### src/rtl/fp_class_unbox.sv
// Two-stage pipelined FP operand classifier: NaN-unboxes single-precision
// operands and produces the RISC-V FCLASS mask, with valid/ready on both sides.
module fp_class_unbox (
    input  logic        in_clk,
    input  logic        in_rst_n,
    input  logic        in_valid,
    output logic        out_ready,
    input  logic [63:0] in_data,
    input  logic        in_fmt,
    output logic        out_valid,
    input  logic        in_ready,
    output logic [63:0] out_data,
    output logic [9:0]  out_class,
    output logic        out_badbox,
    output logic        out_fmt
);

    localparam logic [31:0] SP_BOX  = 32'hFFFF_FFFF;
    localparam logic [31:0] SP_QNAN = 32'h7FC0_0000;

    // Stage 1 state
    logic        s1_valid;
    logic [63:0] s1_data;
    logic        s1_fmt;
    logic        s1_badbox;
    logic        s1_sign;
    logic        s1_exp_ones;
    logic        s1_exp_zero;
    logic        s1_man_zero;
    logic        s1_man_msb;

    // Stage 1 next values
    logic        badbox_d;
    logic [63:0] unboxed_d;
    logic        sign_d;
    logic        exp_ones_d;
    logic        exp_zero_d;
    logic        man_zero_d;
    logic        man_msb_d;
    logic [9:0]  class_d;

    logic s2_can_load;
    logic accept;

    assign s2_can_load = !out_valid || in_ready;
    assign out_ready   = !s1_valid || s2_can_load;
    assign accept      = in_valid && out_ready;

    always_comb begin
        // NOTE: every output gets a default first, so no path leaves one unassigned and no latch is inferred.
        badbox_d   = !in_fmt && (in_data[63:32] != SP_BOX);
        unboxed_d  = badbox_d ? {SP_BOX, SP_QNAN} : in_data;
        sign_d     = unboxed_d[31];
        exp_ones_d = &unboxed_d[30:23];
        exp_zero_d = ~|unboxed_d[30:23];
        man_zero_d = ~|unboxed_d[22:0];
        man_msb_d  = unboxed_d[22];
        if (in_fmt) begin
            sign_d     = unboxed_d[63];
            exp_ones_d = &unboxed_d[62:52];
            exp_zero_d = ~|unboxed_d[62:52];
            man_zero_d = ~|unboxed_d[51:0];
            man_msb_d  = unboxed_d[51];
        end
    end

    // A badboxed operand already carries the canonical qNaN fields, so it lands in bit 9.
    always_comb begin
        class_d    = '0;
        class_d[0] =  s1_sign && s1_exp_ones && s1_man_zero;
        class_d[1] =  s1_sign && !s1_exp_ones && !s1_exp_zero;
        class_d[2] =  s1_sign && s1_exp_zero && !s1_man_zero;
        class_d[3] =  s1_sign && s1_exp_zero && s1_man_zero;
        class_d[4] = !s1_sign && s1_exp_zero && s1_man_zero;
        class_d[5] = !s1_sign && s1_exp_zero && !s1_man_zero;
        class_d[6] = !s1_sign && !s1_exp_ones && !s1_exp_zero;
        class_d[7] = !s1_sign && s1_exp_ones && s1_man_zero;
        class_d[8] =  s1_exp_ones && !s1_man_zero && !s1_man_msb;
        class_d[9] =  s1_exp_ones && s1_man_msb;
    end

    // NOTE: datapath registers are reset too, because the outputs have defined reset values.
    always_ff @(posedge in_clk or negedge in_rst_n) begin
        if (!in_rst_n) begin
            s1_valid    <= 1'b0;
            s1_data     <= '0;
            s1_fmt      <= 1'b0;
            s1_badbox   <= 1'b0;
            s1_sign     <= 1'b0;
            s1_exp_ones <= 1'b0;
            s1_exp_zero <= 1'b0;
            s1_man_zero <= 1'b0;
            s1_man_msb  <= 1'b0;
        end else if (out_ready) begin
            // NOTE: non-blocking assignments keep every register sampling pre-edge values.
            s1_valid <= in_valid;
            if (accept) begin
                s1_data     <= unboxed_d;
                s1_fmt      <= in_fmt;
                s1_badbox   <= badbox_d;
                s1_sign     <= sign_d;
                s1_exp_ones <= exp_ones_d;
                s1_exp_zero <= exp_zero_d;
                s1_man_zero <= man_zero_d;
                s1_man_msb  <= man_msb_d;
            end
        end
    end

    always_ff @(posedge in_clk or negedge in_rst_n) begin
        if (!in_rst_n) begin
            out_valid  <= 1'b0;
            out_data   <= '0;
            out_class  <= '0;
            out_badbox <= 1'b0;
            out_fmt    <= 1'b0;
        end else if (s2_can_load) begin
            out_valid <= s1_valid;
            if (s1_valid) begin
                out_data   <= s1_data;
                out_class  <= class_d;
                out_badbox <= s1_badbox;
                out_fmt    <= s1_fmt;
            end
        end
    end

endmodule
### config.mk
export PLATFORM = sky130hd
export DESIGN_NAME = fp_class_unbox
export DESIGN_NICKNAME = d
export VERILOG_FILES = /design/src/rtl/fp_class_unbox.sv
export SDC_FILE = /design/constraint.sdc
export NUM_CORES = 1
export LEC_CHECK = 0
export ABC_AREA = 1
export CAP_MARGIN = 20
export CORE_MARGIN = 2
export CORE_UTILIZATION = 44
export CTS_CLUSTER_DIAMETER = 150
export DETAILED_ROUTE_END_ITERATION = 16
export HOLD_SLACK_MARGIN = 0.08
export PLACE_DENSITY_LB_ADDON = 0.12
export REMOVE_ABC_BUFFERS = 1
export SLEW_MARGIN = 20
export SYNTH_ARGS = -nofsm -noshare
export SYNTH_HDL_FRONTEND = slang
export SYNTH_SLANG_ARGS = --single-unit
### constraint.sdc
create_clock -name in_clk -period 1.6 [get_ports in_clk]
set_clock_uncertainty 0.05 [all_clocks]
set_input_delay 0.32 -clock in_clk [delete_from_list [all_inputs] [get_ports in_clk]]
set_output_delay 0.32 -clock in_clk [all_outputs]
set_load 0.01 [all_outputs]
* After elaboration in Yosys (flattened, before gate mapping)
Index checks and enable logic that the tools add are counted.
Storage, ports and cells: flip-flop bits (word level) 149, output and inout port bits 78, bits of input ports 69
Operators by class: reductions and logical operators 41, multiplexer cells 6, equality and inequality tests 1
Operators by type and width (number):
- two-way mux 64 bit | 1
- OR reduction 52 bit | 1
- != test 32 bit, second input constant | 1
- OR reduction 23 bit | 1
- logical AND 1 bit | 19
- logical NOT 1 bit | 12
- AND reduction 11 bit | 1
- OR reduction 11 bit | 1
- AND reduction 8 bit | 1
- OR reduction 8 bit | 1
- two-way mux 1 bit | 5
- AND reduction 2 bit | 2
- logical OR 1 bit | 2

* Depth between registers and ports, before layout
Gate-level depths: netlist (run 1).
depth in word-level cells 6, gate-level depth with buffers 12, mapped depth without buffers 11

* Worst setup path before layout (run 1)
No wires, ideal clock.
path kind register to register, start point register out_valid, end point register s1_man_zero, clock period less this slack 1.429 ns, data required time 1.484 ns, library setup time 0.066 ns, path slack 0.171 ns, buffers on the path 1, data arrival time 1.313 ns, stages on the path, launching flop included 10, cell sequence dfrtp_1 -> nand3_2 -> nand2_1 -> buf_2 -> or2_0 -> nand2_1 -> nand3_1 -> nor2_1 -> nand3_1 -> nand2_1
On the way: cells in the longest elaborated chain, start to end 5
RTL lines:
- start: declaration | RTL line 10 | output logic out_valid,
- start signal: assignment | RTL line 118 | out_valid <= s1_valid;
- logical NOT 1 bit * | RTL line 45 | assign s2_can_load = !out_valid || in_ready;
- logical OR 1 bit * | RTL line 45
- logical OR 1 bit * | RTL line 46 | assign out_ready = !s1_valid || s2_can_load;
- net out_ready | RTL line 7 | output logic out_ready,
- logical AND 1 bit | RTL line 47 | assign accept = in_valid && out_ready;
- AND reduction 2 bit (no line) *
- end signal: assignment | RTL line 104 | s1_man_zero <= man_zero_d;
- end: declaration | RTL line 29 | logic s1_man_zero;
The timed path passes the listed nets; every way through them passes the cells marked *. A chain may end at the register's enable or synchronous reset.

* Worst setup path in the final report (run 1)
start point input port in_fmt, end point register s1_exp_zero
On the way: cells in the longest elaborated chain, start to end 6, elaborated cells between the ends (all ways) 8, those cells by class 2 x mux; 6 x reduce/logical
RTL lines:
- start: declaration | RTL line 9 | input logic in_fmt,
- logical NOT 1 bit | RTL line 51 | badbox_d = !in_fmt && (in_data[63:32] != SP_BOX);
- logical AND 1 bit | RTL line 51
- two-way mux 64 bit | RTL line 52 | unboxed_d = badbox_d ? {SP_BOX, SP_QNAN} : in_data;
- OR reduction 11 bit or OR reduction 8 bit (tied branches) | RTL line 61, 55
- logical NOT 1 bit (on tied branches) | RTL line 61, 55
- two-way mux 1 bit * | RTL line 58 | if (in_fmt) begin
- end signal: assignment | RTL line 103 | s1_exp_zero <= exp_zero_d;
- end: declaration | RTL line 28 | logic s1_exp_zero;
Every way passes the cells marked *; elsewhere a longest branch is shown, timed or not.

==> results of run 1 <==
-- worst reg2reg max path: stages (launching register included) --
cell,delay (ns)
dfrtp_1,0.42
nand3_4,0.12
nand2_4,0.12
inv_4,0.12
buf_4,0.29
o21ai_0,0.14
o21ai_0,0.10
-- routing by layer --
layer | global-route usage (%) | wire length (µm) | vias up
li1 | - | - | 2590
met1 | 30.2 | 7070 | 2511
met2 | 36.1 | 7600 | 141
met3 | 4.59 | 717 | 25
met4 | 7.54 | 236 | 0
met5 | 0 | 0 | -
-- cell families after synthesis --
logic type	synth area share (%)
buffers and inverters	9.07
and+or+nand+nor	15.5
DFF	60.9
AOI/OAI and AO/OA	14.6
-- sequential cells by signal (all words and copies together), names as in the netlist --
register	count
out_badbox	1
out_class	10
out_data	64
out_fmt	1
out_valid	1
s1_badbox	1
s1_data	64
s1_exp_ones	1
s1_exp_zero	1
s1_fmt	1
s1_man_msb	1
s1_man_zero	1
s1_sign	1
s1_valid	1
-- cells in the final DEF (no fill, tap or decap), types with 17 or more instances in the layout --
cell | netlist | final
a22oi_1 | 21 | 21
buf_4 | 2 | 73
clkbuf_16 | 0 | 17
clkdlybuf4s50_1 | 0 | 35
dfrtp_1 | 149 | 149
dlygate4sd2_1 | 0 | 106
inv_1 | 98 | 97
nand2_1 | 156 | 153
nand3_1 | 29 | 29
nor2_1 | 21 | 19
o21ai_0 | 108 | 107
-- worst min path at each step --
stage                            from          end  slack (ns)  cells after the start
after floorplan              in_rst_n   out_badbox       -0.03                      0
after global placement       in_rst_n    out_valid        0.20                      1
after detailed placement     in_rst_n    out_valid        0.20                      1
after CTS                 in_data[45]  s1_data[45]        0.26                      3
after global routing      in_data[55]  s1_data[55]        0.30                      3
final                     in_data[45]  s1_data[45]        0.27                      3
-- stage by stage --
step	total power, W	util (%)	std cells	worst slack (ns)
6_report	0.0111	64.0	1069	0.0999
4_1_cts	0.0112	63.8	1068	0.00762
2_1_floorplan	0.00599	-	632	-2.03
3_5_place_dp	0.00785	60.4	1034	-0.549
3_3_place_gp	0.00777	60.4	1034	-0.595
5_1_grt	0.0118	64.0	1069	0.00829
-- power groups by stage --
stage	registers [W]	logic (W)	clock network, W
after floorplan	0.00513	0.000858	0
after global placement	0.00493	0.00285	0
after detailed placement	0.00494	0.00290	0
after CTS	0.00487	0.00254	0.00381
after global routing	0.00496	0.00282	0.00400
final	0.00487	0.00252	0.00374
-- layout make-up --
| class | count | area (µm²) | share of cell area (%) |
|---|---|---|---|
| Multi-Input combinational cell | 383 | 1880 | 21.5 |
| Sequential cell | 149 | 3730 | 42.5 |
| Timing Repair Buffer | 227 | 2010 | 22.8 |
| Inverter | 100 | 380 | 4.33 |
| Clock inverter | 3 | 42.5 | 0.485 |
| Tap cell | 180 | 225 | 2.57 |
| Clock buffer | 27 | 513 | 5.84 |
-- timing repair --
item                                    in CTS  in global routing
setup buffers                                3                  1
hold buffers                                 1                  0
cloned                                       0                  0
resized for setup                          117                  9
pin swaps                                   20                  5
endpoints found under the hold margin       32                  0
endpoints found under the setup margin     106                 47
==> impl_metrics.csv, run 1 <==
group,metric,value,unit
pwr,power.density,1270,mW/mm²
worst_setup_path,cp_max_fo,4,
detailed_routing,viasPerCell,4.93,
worst_setup_path,cp_slowest_cell,"clkdlybuf4s50_1",
grt,grt_max_degree,51,
clocking,htreeDepth,4,
detailed_routing,wl,15.6,mm
sta,min_period_over_period,93.8,%
pwr,swShare,28.2,%
die,die-area,0.0149,mm²
synthesis,ys_types,31,
grt,grt_pass1_wl,25.6,mm
worst_setup_path,worstPathRequired,1.89,ns
detailed_routing,wl_per_cell,14.6,µm
synthesis,yosysWarnings,0,
synthesis,synthCells,667,
synthesis,synth_most_common_cell,"nand2_1",
synthesis,yosysTopAreaCell,"dfrtp_1",
synthesis,seq_area_frac_synth,60.9,%
detailed_routing,vias,5267,
worst_setup_path,path_buf_inv,2,
synthesis,netlist_top_cells_area,"dfrtp_1 61%, nand2_1 9.6%, o21ai_0 8.8%",
clocking,tritoncts.num_buffers,17,
sta,min_period,1.50,ns
detailed_routing,drt-initial-drc-count,317,
synthesis,synth_seq_cells,149,
die,die_w,122,µm
job,max_cap_violations,0,
die,rows,43,
synthesis,synth-async-reset-ratio,100,%
detailed_routing,drc,0,
pwr,p_leak,4.46,nW
pwr,comb_power_share,22.6,%
grt,grt_overflow,0,
sta,finalHoldWorstSlack,0.273,ns
layout,finish.net_count,947,
clocking,clk_latency,0.41,ns
synthesis,synthFlopType,"dfrtp_1",
worst_setup_path,startpoint_type,"input port",
worst_setup_path,rr_startpoint,"out_valid",
die,initial_core_util,44.7,%
synthesis,yosys-top-cells-count,"156 x nand2_1, 149 x dfrtp_1, 108 x o21ai_0",
grt,grt_pass1_vias,5169,
layout,fill_cells,1208,
die,io_pins,147,
clocking,cts_num_sinks,149,
placement,port-buffer-count,146,
layout,drive_above_1_share,13.7,%
die,core,0.0137,mm²
sta,timing.final.max_slew_violations,0,
clocking,clockBufferDepth,2,
worst_setup_path,crit_type,"input port to flip-flop",
synthesis,synth_enable_flop_cells,0,
layout,syn2layout_area_growth,43.3,%
worst_setup_path,path_delay_family,"simple AND/OR/NAND/NOR gates",
worst_setup_path,endpoint_kind,"flip-flop",
worst_setup_path,reg2reg_setup_slack,0.15,ns
sta,rsz0062_at_grt,"false",
placement,gp_congestion,0.825,
pwr,p_int,0.00798,W
clocking,path_clk_slew,0.06,ns
placement,dp_hpwl,11.5,mm
sta,tightest_slew,0.395,ns
worst_setup_path,critPathLaunch,"in_fmt",
detailed_routing,dr.pass1.iters,5,
worst_setup_path,crit_arrival,1.79,ns
synthesis,synth_top_area_share,60.9,%
sta,tns,0,ns
sta,hold_violations,0,
pwr,peakVddDrop,0.745,mV
sta,relSlewSlack,73.7,%
pwr,seqPwrFrac,43.7,%
pwr,netSwitchingPower,0.00314,W
outcome,outcome,"complete, no violations",
layout,diodes,0,
clocking,cts_tree,"done",
min_path,hold_path.class,"input port to flip-flop",
detailed_routing,ant_nets,0,
worst_setup_path,critical_path.endpoint,"s1_exp_zero",
grt,antenna_found_initial,0,
sta,setup_violations,0,
synthesis,syn_area_per_cell,9.19,µm²
pwr,clockPowerShare,33.6,%
layout,fin_area,0.00878,mm²
worst_setup_path,critPathMaxStageDelay,0.49,ns
placement,postPlaceCellArea,0.00828,mm²
worst_setup_path,rr_worst_depth,6,
worst_setup_path,r2r-end,"s1_data[25]",
worst_setup_path,cp_num_cells,6,
worst_setup_path,crit_chain,"clkdlybuf4s50_1 -> inv_1 -> or2_2 -> nor4_2 -> nand4_1 -> o211ai_2",
grt,track_usage,22.3,%
sta,fmax,667,MHz
die,die_y,122,µm
clocking,ctsRootBufferMaster,"clkbuf_16",
synthesis,mappedNetlistArea,0.00613,mm²
Note: power is estimated with default switching activity, not from simulation.
==> run 2, diff against run 1 <==
clock period = 1.4 ns   (was 1.6 ns; I/O delays follow)
==> impl_metrics.csv, run 2 (synthesis results as in run 1) <==
group,metric,value,unit
layout,finish.net_count,970,
clocking,cts_num_sinks,149,
layout,reg_top3,"out_data: 64 flops, s1_data: 64 flops, out_class: 10 flops",
grt,grt_overflow,0,
die,die_w,122,µm
clocking,path_clk_slew,0.06,ns
sta,min_period,1.52,ns
grt,grt_max_degree,41,
layout,final_common_cell,"dfrtp_1",
detailed_routing,wl,18.1,mm
min_path,hold_path.class,"input port to flip-flop",
detailed_routing,vias,5569,
layout,multi_input_area,0.00231,mm²
die,rows,43,
sta,rsz0062_at_grt,"true",
pwr,peakVddDrop,0.886,mV
worst_setup_path,startpoint_type,"flip-flop",
grt,grt_pass1_vias,5406,
clocking,ctsRootBufferMaster,"clkbuf_16",
pwr,power,0.0141,W
layout,syn2layout_area_growth,54.2,%
die,core,0.0137,mm²
layout,drive_above_1_share,32.0,%
detailed_routing,ant_nets,0,
layout,final_util,68.9,%
clocking,tritoncts.num_buffers,17,
layout,layout.area.seq,0.00373,mm²
layout,diodes,0,
clocking,cts_tree,"done",
worst_setup_path,crit_type,"flip-flop to flip-flop",
outcome,failed_checks,"negative setup slack",
clocking,htreeDepth,4,
sta,hold_violations,0,
die,io_pins,147,
sta,timing.final.max_slew_violations,0,
worst_setup_path,worstPathRequired,1.70,ns
detailed_routing,drc,0,
die,die_y,122,µm
detailed_routing,wl_per_cell,16.6,µm
placement,dp_hpwl,11.8,mm
detailed_routing,dr.pass1.iters,5,
layout,mostFrequentLayoutCells,"149 x dfrtp_1, 146 x nand2_1, 95 x inv_1, 81 x o21ai_0, 70 x buf_4",
worst_setup_path,crit_arrival,1.82,ns
sta,tightest_slew,0.386,ns
sta,min_period_over_period,109,%
placement,postPlaceCellArea,0.00833,mm²
sta,relSlewSlack,73.9,%
sta,setup_violations,41,
clocking,clk_latency,0.42,ns
layout,fin_area,0.00945,mm²
sta,timing.final.ws_setup,-0.123,ns
pwr,p_leak,4.64,nW
sta,tns,-1.19,ns
sta,fmax,657,MHz
clocking,clockBufferDepth,2,
worst_setup_path,endpoint_kind,"flip-flop",
placement,gp_congestion,0.894,
grt,antenna_found_initial,0,
placement,port-buffer-count,146,
pwr,power.density,1490,mW/mm²
grt,grt_pass1_wl,26.7,mm
detailed_routing,drt-initial-drc-count,346,
job,max_cap_violations,0,
die,die-area,0.0149,mm²
outcome,outcome,"complete, but fails checks",
layout,fill_cells,1076,
die,initial_core_util,44.7,%
worst_setup_path,reg2reg_setup_slack,-0.12,ns
detailed_routing,viasPerCell,5.10,
worst_setup_path,cp_max_fo,7,
grt,track_usage,23.4,%
==> run 2: cell count changes in the layout (fill, tap and decap cells not counted), sizes merged, moves of 5 or more <==
cell and delta:
bufinv +5, clkbuf +63, buf +27, clkdlybuf4s15 +28, clkinv +5, dlygate4sd2 -104
==> run 2: what timing repair did <==
item | 4_1_cts | 5_1_grt
pin swaps | 26 | 45
hold buffers | 1 | 1
cloned | 2 | 7
gates resized for setup | 246 | 208
buffers inserted | 7 | 9
endpoints found under the setup margin | 159 | 143
endpoints found under the hold margin | 149 | 1
==> run 2: worst paths after layout <==
| check | from | end | cells after the start |
|---|---|---|---|
| max | out_valid | s1_exp_zero | 8 |
| min | in_data[43] | s1_data[43] | 3 |
| max reg2reg | out_valid | s1_exp_zero | 8 |
| min reg2reg | s1_data[16] | out_data[16] | 2 |
| max in group asynchronous | in_rst_n | out_data[15] | 3 |
| min in group asynchronous | in_rst_n | out_data[49] | 2 |
==> run 2: routing by layer <==
metal / up-vias / GRT usage, % / routed length [µm]
met3: 41 / 4.49 / 748
met2: 159 / 36.8 / 9010
met4: 0 / 11.7 / 593
li1: 2633 / - / -
met5: - / 0 / 0
met1: 2736 / 31.2 / 7750
==> run 2: cell type report <==
| type | instances | area share [%] |
|---|---|---|
| Sequential cell | 149 | 39.5 |
| Multi-Input combinational cell | 384 | 24.4 |
| Timing Repair Buffer | 249 | 22.7 |
| Clock buffer | 20 | 4.73 |
| Inverter | 100 | 4.17 |
| Tap cell | 180 | 2.38 |
| Clock inverter | 11 | 2.17 |
==> run 2: worst max-delay path: stages, from the launching register on <==
cell	delay (ns)
dfrtp_1	0.39
buf_6	0.13
nand3_4	0.11
nand2_8	0.09
clkinv_8	0.09
nand2_4	0.05
nor4_2	0.28
nand4_1	0.17
o211ai_2	0.09
==> run 2: where the power goes <==
part,internal (W),switching (W)
Clock,0.00336,0.00174
Sequential,0.00515,0.000455
Combinational,0.00155,0.00183
Total,0.0101,0.00402
==> run 2: per-stage QoR <==
stage                     setup WS (ns)  std cells  hold WS [ns]
after floorplan                   -2.23        632       -0.0656
after global placement           -0.737       1036         0.121
after detailed placement         -0.770       1036         0.125
after CTS                        -0.105       1077         0.226
after global routing             -0.192       1093         0.107
final                            -0.123       1093        0.0906
